## src/rtl/mem_arbiter.sv

```systemverilog
// rtl/mem_arbiter.sv - round-robin arbiter sharing one memory port between an instruction and a data requester
//
// Purpose:
//   Grants the shared memory port to the instruction side (block fills) or the
//   data side (block fills or single-word writes). Arbitration is
//   non-preemptive with round-robin tie breaking. A fill issues 8 word reads
//   back to back and forwards each return combinationally, tagged with its
//   word index. After reset the block stays in QUIESCE for MEM_LAT cycles so
//   returns from an aborted fill are dropped.
//
// Ports:
//   clk, rst                      clock, synchronous active-high reset
//   i_req, i_addr                 instruction-side fill request and address
//   d_req, d_wr, d_addr, d_wdata  data-side request, type (1 = write), address, write data
//   mem_addr, mem_en, mem_wr,     shared memory command (word aligned)
//   mem_wdata
//   mem_rdata, mem_rvalid         memory read return
//   fill_data, fill_word          returned word and its index in the 8-word block
//   i_data_valid, d_data_valid    fill_data/fill_word belong to the named side
//   i_done, d_done                one-cycle completion pulses
//   busy                          arbiter is not in IDLE

module mem_arbiter #(
  parameter int ADDR_WIDTH = 16,
  parameter int MEM_LAT    = 4
) (
  input  logic                  clk,
  input  logic                  rst,
  input  logic                  i_req,
  input  logic [ADDR_WIDTH-1:0] i_addr,
  input  logic                  d_req,
  input  logic                  d_wr,
  input  logic [ADDR_WIDTH-1:0] d_addr,
  input  logic [15:0]           d_wdata,
  output logic [ADDR_WIDTH-1:0] mem_addr,
  output logic                  mem_en,
  output logic                  mem_wr,
  output logic [15:0]           mem_wdata,
  input  logic [15:0]           mem_rdata,
  input  logic                  mem_rvalid,
  output logic [15:0]           fill_data,
  output logic [2:0]            fill_word,
  output logic                  i_data_valid,
  output logic                  d_data_valid,
  output logic                  i_done,
  output logic                  d_done,
  output logic                  busy
);

  typedef enum logic [2:0] {
    S_IDLE,
    S_ISSUE,
    S_DRAIN,
    S_WRITE,
    S_DONE,
    S_QUIESCE
  } state_t;

  localparam logic       OWN_I     = 1'b0;
  localparam logic       OWN_D     = 1'b1;
  localparam logic [3:0] LP_Q_LAST = 4'(MEM_LAT - 1);

  state_t                r_state;
  state_t                w_next;
  logic                  r_owner;
  logic                  r_last;
  logic [ADDR_WIDTH-1:1] r_addr;
  logic [15:0]           r_wdata;
  logic [2:0]            r_issue_cnt;
  logic [2:0]            r_ret_cnt;
  logic [3:0]            r_q_cnt;

  logic                  w_grant_any;
  logic                  w_grant_d;
  logic                  w_ret;
  logic                  w_unused_bits;

  // Byte-select bit 0 never reaches the memory port.
  assign w_unused_bits = &{1'b0, i_addr[0], d_addr[0]};

  // D wins a tie only when I was granted last, which gives the alternation.
  assign w_grant_any = i_req || d_req;
  assign w_grant_d   = d_req && (!i_req || (r_last == OWN_I));

  // Returns count only while a fill is in flight; anything else is stale.
  assign w_ret = mem_rvalid && ((r_state == S_ISSUE) || (r_state == S_DRAIN));

  always_ff @(posedge clk) begin
    if (rst) begin
      r_state <= S_QUIESCE;
    end else begin
      r_state <= w_next;
    end
  end

  always_comb begin
    w_next       = r_state;
    mem_en       = 1'b0;
    mem_wr       = 1'b0;
    mem_addr     = '0;
    mem_wdata    = '0;
    fill_data    = '0;
    fill_word    = '0;
    i_data_valid = 1'b0;
    d_data_valid = 1'b0;
    i_done       = 1'b0;
    d_done       = 1'b0;
    busy         = (r_state != S_IDLE);

    case (r_state)
      S_IDLE: begin
        if (w_grant_any) begin
          w_next = (w_grant_d && d_wr) ? S_WRITE : S_ISSUE;
        end
      end
      S_ISSUE: begin
        mem_en   = 1'b1;
        mem_addr = {r_addr[ADDR_WIDTH-1:4], r_issue_cnt, 1'b0};
        if (r_issue_cnt == 3'd7) begin
          w_next = S_DRAIN;
        end
      end
      S_DRAIN: begin
        // With MEM_LAT >= 1 the last return always lands here, never in ISSUE.
        if (mem_rvalid && (r_ret_cnt == 3'd7)) begin
          w_next = S_DONE;
        end
      end
      S_WRITE: begin
        mem_en    = 1'b1;
        mem_wr    = 1'b1;
        mem_addr  = {r_addr, 1'b0};
        mem_wdata = r_wdata;
        w_next    = S_DONE;
      end
      S_DONE: begin
        i_done = (r_owner == OWN_I);
        d_done = (r_owner == OWN_D);
        w_next = S_IDLE;
      end
      S_QUIESCE: begin
        if (r_q_cnt == LP_Q_LAST) begin
          w_next = S_IDLE;
        end
      end
      default: begin
        w_next = S_QUIESCE;
      end
    endcase

    if (w_ret) begin
      fill_data    = mem_rdata;
      fill_word    = r_ret_cnt;
      i_data_valid = (r_owner == OWN_I);
      d_data_valid = (r_owner == OWN_D);
    end
  end

  always_ff @(posedge clk) begin
    if (rst) begin
      r_owner     <= OWN_I;
      r_last      <= OWN_I;
      r_addr      <= '0;
      r_wdata     <= '0;
      r_issue_cnt <= '0;
      r_ret_cnt   <= '0;
      r_q_cnt     <= '0;
    end else begin
      case (r_state)
        S_IDLE: begin
          if (w_grant_any) begin
            r_owner     <= w_grant_d;
            r_addr      <= w_grant_d ? d_addr[ADDR_WIDTH-1:1] : i_addr[ADDR_WIDTH-1:1];
            r_wdata     <= d_wdata;
            r_issue_cnt <= '0;
            r_ret_cnt   <= '0;
          end
        end
        S_ISSUE: begin
          r_issue_cnt <= r_issue_cnt + 3'd1;
        end
        S_DONE: begin
          r_last <= r_owner;
        end
        S_QUIESCE: begin
          r_q_cnt <= r_q_cnt + 4'd1;
        end
        default: begin
        end
      endcase
      if (w_ret) begin
        r_ret_cnt <= r_ret_cnt + 3'd1;
      end
    end
  end

endmodule

```

## config.mk

```make
export PLATFORM = sky130hd
export DESIGN_NAME = mem_arbiter
export DESIGN_NICKNAME = d
export VERILOG_FILES = /design/src/rtl/mem_arbiter.sv
export SDC_FILE = /design/constraint.sdc
export NUM_CORES = 1
export LEC_CHECK = 0
export CAP_MARGIN = 20
export CORE_ASPECT_RATIO = 1.75
export CORE_MARGIN = 2
export CORE_UTILIZATION = 25
export CTS_CLUSTER_DIAMETER = 40
export DETAILED_ROUTE_END_ITERATION = 10
export DONT_BUFFER_PORTS = 1
export PLACE_DENSITY = 0.48
export SETUP_SLACK_MARGIN = 0.05
export SLEW_MARGIN = 20
export SYNTH_ARGS = -nofsm -noshare
export SYNTH_HDL_FRONTEND = slang
export SYNTH_SLANG_ARGS = --single-unit
export TNS_END_PERCENT = 50
```

## constraint.sdc

```tcl
create_clock -name clk -period 3.7 [get_ports clk]
set_input_delay 0.74 -clock clk [delete_from_list [all_inputs] [get_ports clk]]
set_output_delay 0.74 -clock clk [all_outputs]
set_load 0.005 [all_outputs]
```

# After elaboration in Yosys (flattened, before gate mapping)
# Index checks and enable logic that the tools add are counted.
dict set report op_classes {
  add_sub_neg 3
  n_eq_ne 12
  n_mux 21
  bitwise_logic 2
  reduce_logical 18
}
# operator count
set op_table {}
lappend op_table {{$mux W16} 2}
lappend op_table {{$pmux W16 S2} 1}
lappend op_table {{$mux W3} 8}
lappend op_table {{$pmux W3 S6} 1}
lappend op_table {{$mux W15} 1}
lappend op_table {{$eq A3 B3 Y1 const B} 4}
lappend op_table {{$add A3 B1 Y3 const B} 2}
lappend op_table {{$eq A3 B2 Y1 const B} 2}
lappend op_table {{$mux W1} 6}
lappend op_table {{$pmux W3 S2} 1}
lappend op_table {{$reduce_and A2 Y1} 3}
lappend op_table {{$reduce_bool A2 Y1} 3}
lappend op_table {{$add A4 B1 Y4 const B} 1}
lappend op_table {{$eq A4 B2 Y1 const B} 1}
lappend op_table {{$logic_and A1 B1 Y1} 4}
lappend op_table {{$ne A2 B1 Y1 const B} 2}
lappend op_table {{$ne A2 B2 Y1 const B} 2}
lappend op_table {{$reduce_and A4 Y1} 1}
lappend op_table {{$eq A3 B1 Y1 const B} 1}
lappend op_table {{$logic_not A3 Y1} 1}
lappend op_table {{$logic_or A1 B1 Y1} 3}
lappend op_table {{$reduce_bool A3 Y1} 1}
lappend op_table {{$mux W2} 1}
lappend op_table {{$not A1 Y1} 2}
lappend op_table {{other kinds (2)} 2}
dict set report word_totals {
  register_bits 46
  out_inout_bits 58
}

# Logic depth before layout (Yosys ltp)
# Gate-level depths: netlist (run 1).
dict set report logic_depth {
  depth_word 7
  mapped_depth 8
}

# Least setup slack after synthesis (run 1)
# OpenSTA, ideal clock, no wires.
dict set report synth_timing {
  path_type {input to output}
  start {in mem_rvalid}
  end {out d_data_valid}
  arrival_time_ps 1251
  t_required_ps 2960
  setup_slack_ps 1709
  path_stages 3
  path_buffers 1
  cell_sequence {and3b_1 -> clkbuf_2 -> and2_1}
}
dict set report synth_between {
  elab_chain_len 2
}
# item line
set synth_lines {}
lappend synth_lines {{start: declaration} 40} ;# input logic mem_rvalid,
lappend synth_lines {{$logic_and A1 B1 Y1} 86} ;# assign w_ret = mem_rvalid && ((r_state == S_ISSUE) || (r_state == S_DRAIN));
lappend synth_lines {{$mux W1} 151} ;# if (w_ret) begin
lappend synth_lines {{end: declaration} 44} ;# output logic d_data_valid,
# No other way between the ends.

# Final worst setup path (run 1)
dict set report layout_timing {
  start {reg r_state[0]}
  end {out mem_addr[2]}
}
dict set report layout_between {
  elab_chain_len 2
  elab_cells_between_ends 3
  cone_classes {eq/ne: 2; mux: 1}
}
# item line
set layout_lines {}
lappend layout_lines {{start: declaration} 63} ;# state_t r_state;
lappend layout_lines {{start signal: assignment} 92} ;# r_state <= w_next;
lappend layout_lines {{$eq A3 B2 Y1 or $eq A3 B1 Y1 (tied branches)} 110} ;# case (r_state)
lappend layout_lines {{$pmux W16 S2 (*)} 110}
lappend layout_lines {{end: declaration} 35} ;# output logic [ADDR_WIDTH-1:0] mem_addr,
# Mark *: on every way between the ends. The rest lies on a longest branch, timed or not.

==> results.json, run 1 <==
{
  "status": "finished clean",
  "p_per_area_nw_per_um2": 613,
  "p_clk_share_pct": 31.0,
  "fmax_mhz": 360,
  "r2r_cells": 6,
  "place.gp.congestion": 0.725,
  "drive_gt1_share_pct": 6.12,
  "tightest_slew_ps": 1070,
  "cp-start-kind": "register",
  "nNetsFinal": 352,
  "p_int_mw": 1.05,
  "cts-root-buf": "clkbuf_16",
  "cts_resized": 0,
  "r2r_slack_ps": 1640,
  "leakagePower_nw": 1.01,
  "io_buffers": 0,
  "routed_wl_mm": 6.17,
  "slew_headroom_pct": 28.9,
  "hold_end": "r_wdata[1]",
  "clk_path_buf_depth": 2,
  "grt_usage_pct": 11.7,
  "period_minus_slack_ps": 2780,
  "cts.sinks": 46,
  "final.setup.tns_ps": 0,
  "grt_pass1_wl_mm": 9.52,
  "worstSkewPairLatency_ps": 280,
  "setup_viol": 0,
  "syn_avg_cell_area_um2": 8.22,
  "syn_to_final_growth_pct": 8.23,
  "cts_max_level": 2,
  "synth_warnings": 0,
  "hold_buffers": 0,
  "worstHoldStart": "r_wdata[1]",
  "comb_power_share_pct": 27.9,
  "power_frac_seq_pct": 41.1,
  "r2r_start": "r_state[1]",
  "maxCapViolCount": 0,
  "final_util_pct": 27.6,
  "ant_nets": 0,
  "peakVddDrop_uv": 260,
  "synth.distinct_cells": 36,
  "cts_made_buffers": 5,
  "fin_worst_skew_ps": 3.38,
  "syn-instance-count": 292,
  "worstSetupStartpoint": "r_state[0]",
  "cp.arrival_ps": 2040,
  "die_area_um2": 10400,
  "antenna_found_initial": 0,
  "synth_area_leaders": "dfxtp_1 (38%), and2_1 (8.6%), mux2i_1 (7.1%)",
  "num_rows": 47,
  "gr-total-overflow": 0,
  "wire_per_inst_um": 15.4,
  "cts_tree": "yes",
  "yosys.area.top_type_share_pct": 38.4,
  "syn_area_um2": 2400,
  "initial_core_util_pct": 25.5,
  "clk_pin_slew_ps": 60,
  "fin_crit_sh_pct": 75.1,
  "vias": 1931,
  "hold_depth": 2,
  "coreArea_um2": 9410,
  "p_switching_mw": 0.542,
  "avgViaCountPerCell": 4.83,
  "cts_setup_buffers": 0,
  "placed_cells": 392,
  "synth-seq-cells": 46,
  "drt-initial-drc-count": 61,
  "r2r_end": "r_addr[9]",
  "timing.critical_path.fanout_max": 19,
  "io_pins": 128,
  "fp.dieH_um": 134,
  "remaining_drc_errors": 0,
  "yosysTopAreaCell": "dfxtp_1",
  "grt_pass1_vias": 1890,
  "cp-end-kind": "primary output",
  "finalMaxSlewViolations": 0,
  "dp_hpwl_mm": 4.43,
  "drt_first_pass_iters": 4,
  "grt_setup_unrepaired": "false",
  "critPathKind": "register to primary output",
  "synth_fp_nets": 367,
  "die_x_um": 78.1,
  "netSwitchingFraction_pct": 34.0,
  "final_cells": 400,
  "required_ps": 2960,
  "min_path_type": "register to register",
  "hold_violations": 0,
  "ys_seq_area_share_pct": 38.4,
  "grt_max_degree": 49,
  "diodes": 0
}
==> sequential cells by signal (all words and copies together), names as in the netlist <==
name and cells:
r_addr 15, r_issue_cnt 3, r_last 1, r_owner 1
r_q_cnt 4, r_ret_cnt 3, r_state 3, r_wdata 16
==> cells by family (layout without fill, tap and decap cells) <==
logic type | count (synthesis) | count (layout) | synth area share [%]
AO/OA/AOI/OAI | 51 | 51 | 13.7
XOR/XNOR | 4 | 4 | 1.46
adder cells (fa/ha/maj) | 5 | 5 | 2.61
buffers and inverters | 26 | 12 | 6.51
flip-flops | 46 | 46 | 38.4
multiplexers | 17 | 17 | 7.09
other | 1 | 1 | 0.156
AND/OR/NAND/NOR | 142 | 142 | 30.2
==> routing by layer <==
metal	vias to the layer above	track usage, %	wire length [um]
li1	959	-	-
met1	892	11.1	2130
met2	66	22.4	3500
met3	14	2.44	297
met4	0	7.12	240
met5	-	0	0
==> cell type report <==
type,instances,area [um^2]
fillers,1066,6810
multi-input cells,220,1330
flip-flops and latches,46,921
clock buffers,8,166
well taps,122,153
repair buffers,3,22.5
inverters,1,3.75
==> cell usage in the layout, fill, tap and decap left out <==
cell       count
dfxtp_1       46
nand2_1       45
and2_1        33
nor2_1        26
a21oi_1       26
and3_1        17
mux2i_1       17
a211oi_1      16
nand3_1        6
ha_1           5
clkbuf_16      5
nand2b_1       4
xor2_1         3
a22o_1         3
clkbuf_8       3
buf_4          3
and3b_1        2
nand3b_1       2
and2b_1        1
nor3_4         1
inv_2          1
and2_0         1
o21ai_2        1
nor3b_1        1
a211o_1        1
nor2_4         1
a21boi_2       1
nand4_1        1
a21oi_2        1
or4_1          1
o31ai_1        1
a221o_1        1
xnor2_1        1
conb_1         1
==> per-stage QoR <==
step                setup slack (ps)  cell area, um^2  power [mW]  hold WS [ps]
CTS                              871             2600        1.62           446
floorplan                       1710             2400        1.04           432
global route                     780             2600        1.70           464
finish                           922             2600        1.59           444
global placement                1190             2430        1.11           433
detailed placement              1170             2430        1.12           438
==> critical path, cell delays in order, from the launching register on <==
cell and delay [ps]:
dfxtp_1 650, and2b_1 570, and2_1 320, a22o_1 210
==> cell usage after synthesis <==
| cell | count |
|---|---|
| a22o_1 | 3 |
| a211oi_1 | 16 |
| and3_1 | 17 |
| nor2_1 | 26 |
| and2_1 | 33 |
| nand2b_1 | 4 |
| a21boi_2 | 1 |
| ha_1 | 5 |
| dfxtp_1 | 46 |
| nor3b_1 | 1 |
| nor3_4 | 1 |
| and2_0 | 1 |
| mux2i_1 | 17 |
| nor2_2 | 1 |
| inv_2 | 1 |
| nand3_1 | 6 |
| xor2_1 | 3 |
| clkbuf_1 | 11 |
| a21oi_2 | 1 |
| o31ai_1 | 1 |
| and2b_1 | 1 |
| nand2_1 | 45 |
| a221o_1 | 1 |
| buf_6 | 5 |
| conb_1 | 1 |
| or4_1 | 1 |
| xnor2_1 | 1 |
| and3b_1 | 2 |
| nand4_1 | 1 |
| nand3b_1 | 2 |
| buf_2 | 3 |
| o21ai_1 | 1 |
| clkbuf_2 | 2 |
| buf_4 | 4 |
| a21oi_1 | 26 |
| a211o_1 | 1 |
==> how the worst max path moves through the flow <==
stage                   end  slack, ps  cells past startpoint
2_1_floorplan  d_data_valid       1710                      3
6_report        mem_addr[2]        920                      3
3_3_place_gp    mem_addr[2]       1190                      3
5_1_grt         mem_addr[2]        780                      3
4_1_cts         mem_addr[2]        870                      3
3_5_place_dp    mem_addr[2]       1170                      3
==> power by group through the flow <==
stage               logic (mW)  clock network, mW  registers [mW]
CTS                      0.456              0.512           0.655
floorplan                0.417                  0           0.626
global route             0.506              0.531           0.667
detailed placement       0.455                  0           0.666
finish                   0.444              0.494           0.655
global placement         0.446                  0           0.664
Power figures use the tool's default switching activity.
==> inputs of run 2 (changes only) <==
--- a/config.mk
+++ b/config.mk
@@ -5,6 +5,7 @@
 export SDC_FILE = /design/constraint.sdc
 export NUM_CORES = 1
 export LEC_CHECK = 0
+export ABC_AREA = 1
 export CAP_MARGIN = 20
 export CORE_ASPECT_RATIO = 1.75
 export CORE_MARGIN = 2
==> constraint.sdc (replaced) <==
create_clock -name clk -period 2.88 [get_ports clk]
set_input_delay 0.576 -clock clk [delete_from_list [all_inputs] [get_ports clk]]
set_output_delay 0.576 -clock clk [all_outputs]
set_load 0.005 [all_outputs]
==> results.json, run 2 <==
{
  "cts_tree": "yes",
  "peakVddDrop_uv": 382,
  "fin_crit_sh_pct": 83.8,
  "synth_fp_nets": 428,
  "p_per_area_nw_per_um2": 814,
  "io_buffers": 0,
  "final_common_cell": "nor2_1",
  "synth_warnings": 0,
  "synth_compound_area_share_pct": 21.4,
  "worstSkewPairLatency_ps": 290,
  "synth-edff-count": 0,
  "power_frac_seq_pct": 40.2,
  "slew_headroom_pct": 36.6,
  "top_register": "r_wdata",
  "synth-seq-cells": 46,
  "vias": 2172,
  "p_switching_mw": 0.765,
  "grt_usage_pct": 12.6,
  "syn_to_final_growth_pct": 10.1,
  "grt_pass1_vias": 2103,
  "cts_setup_buffers": 0,
  "tightest_slew_ps": 951,
  "cts-root-buf": "clkbuf_16",
  "min_path_type": "input port to register",
  "hold_buffers": 0,
  "yosys.area.top_type_share_pct": 39.2,
  "synth.distinct_cells": 25,
  "drt-initial-drc-count": 95,
  "maxCapViolCount": 0,
  "required_ps": 2300,
  "synthSimpleGateAreaFrac_pct": 21.9,
  "syn-instance-count": 353,
  "cp-start-kind": "register",
  "antenna_found_initial": 0,
  "grt_setup_unrepaired": "false",
  "drt_first_pass_iters": 4,
  "grt_pass1_wl_mm": 10.2,
  "clk_pin_slew_ps": 70,
  "nNetsFinal": 421,
  "fill_cells": 1026,
  "cp.arrival_ps": 1840,
  "cts.sinks": 46,
  "synth_xor_area_share_pct": 0,
  "cts_made_buffers": 5,
  "synth_top_family_by_area": "simple AND/OR/NAND/NOR gates",
  "seq_area_um2": 921,
  "ant_nets": 0,
  "drive_gt1_share_pct": 5.48,
  "synthFlopType": "dfxtp_1",
  "leakagePower_nw": 1.07,
  "netSwitchingFraction_pct": 36.3,
  "synthAdderAreaFrac_pct": 2.67,
  "period_minus_slack_ps": 2410,
  "syn_avg_cell_area_um2": 6.65,
  "yosysTopAreaCell": "dfxtp_1",
  "fmax_mhz": 414,
  "multi_input_area_um2": 1080,
  "reg_top3": "r_wdata x16, r_addr x15, r_q_cnt x4",
  "ys_seq_area_share_pct": 39.2,
  "synth_area_leaders": "dfxtp_1 (39%), a21oi_1 (12%), nor2_1 (10%)",
  "syn_area_um2": 2350,
  "cts_resized": 0,
  "p_clk_share_pct": 31.8,
  "die_x_um": 77.2,
  "num_rows": 46,
  "dp_hpwl_mm": 4.65,
  "async_flop_share_pct": 0,
  "largest_reg_flops": 16,
  "synth_common_cells": "nor2_1 (64), inv_1 (60), a21oi_1 (56), dfxtp_1 (46), nand2_1 (42)",
  "placed_cells": 459,
  "io_pins": 128,
  "final_cell_mix": "nor2_1 (64), inv_1 (60), a21oi_1 (56), dfxtp_1 (46), nand2_1 (42)",
  "fin_worst_skew_ps": 4.01,
  "cp-end-kind": "primary output",
  "die_area_um2": 10200,
  "status": "finished clean",
  "yosysMostFrequentCell": "nor2_1",
  "timing.critical_path.fanout_max": 18,
  "hold_violations": 0,
  "p_int_mw": 1.34,
  "final.setup.tns_ps": 0,
  "routed_wl_mm": 6.34,
  "cts_max_level": 2,
  "initial_core_util_pct": 25.8,
  "critPathKind": "register to primary output",
  "gr-total-overflow": 0,
  "place.gp.congestion": 0.779,
  "synthMuxAreaShare_pct": 0,
  "clk_path_buf_depth": 2,
  "comb_power_share_pct": 28.0,
  "fp.dieH_um": 132,
  "wire_per_inst_um": 13.6,
  "final_cells": 467,
  "final_util_pct": 28.4,
  "coreArea_um2": 9090,
  "finalMaxSlewViolations": 0,
  "avgViaCountPerCell": 4.65,
  "diodes": 0,
  "remaining_drc_errors": 0,
  "grt_max_degree": 51,
  "setup_viol": 0
}
==> run 2: logic make-up after synthesis <==
| family | Yosys count |
|---|---|
| other | 1 |
| AOI/OAI and AO/OA | 98 |
| buffers and inverters | 80 |
| DFF | 46 |
| and+or+nand+nor | 123 |
| adders and majority gates | 5 |
==> run 2: routing by layer <==
| layer | wire length (um) | global-route usage (%) |
|---|---|---|
| met5 | 0 | 0 |
| met2 | 3290 | 22.1 |
| met1 | 2510 | 14.1 |
| met4 | 166 | 5.75 |
| met3 | 371 | 3.01 |
==> run 2: power by group through the flow <==
stage                     logic [mW]  registers, mW  clock network (mW)
after floorplan                0.510          0.835                   0
after global placement         0.588          0.856                   0
after detailed placement       0.601          0.860                   0
after CTS                      0.604          0.847               0.692
after global routing           0.700          0.866               0.714
final                          0.590          0.846               0.669
==> run 2: path summary, 6_finish.rpt <==
kind              start              to  slack (ps)  cells after the start
max          r_state[1]     mem_addr[9]         470                      6
max reg2reg  r_state[2]  r_issue_cnt[2]        1220                      8
min                 rst    r_ret_cnt[2]         350                      1
min reg2reg  r_q_cnt[3]      r_q_cnt[3]         450                      1
==> run 2: final cells by class <==
type                       instances  area share [%]
clock buffer                       5            4.84
sequential                        46            35.6
clock inverter                     3            1.74
timing repair buffer               3           0.871
inverter                          63            9.24
tap                              120            5.81
multi-input combinational        227            41.9
==> run 2: worst max-delay path, cell delays in order (launching register included) <==
cell     delay [ps]
dfxtp_1         450
inv_2            80
nor2_2          150
nand2_2         250
nand2_1         220
inv_1           210
nor2_1          190
==> run 2: metrics by stage <==
| stage | worst slack (ps) | power (mW) | instance area, um^2 | hold WS, ps |
|---|---|---|---|---|
| 2_1_floorplan | 1160 | 1.35 | 2350 | 424 |
| 3_3_place_gp | 738 | 1.44 | 2410 | 440 |
| 3_5_place_dp | 728 | 1.46 | 2410 | 444 |
| 4_1_cts | 407 | 2.14 | 2580 | 337 |
| 5_1_grt | 313 | 2.28 | 2580 | 338 |
| 6_report | 466 | 2.10 | 2580 | 345 |
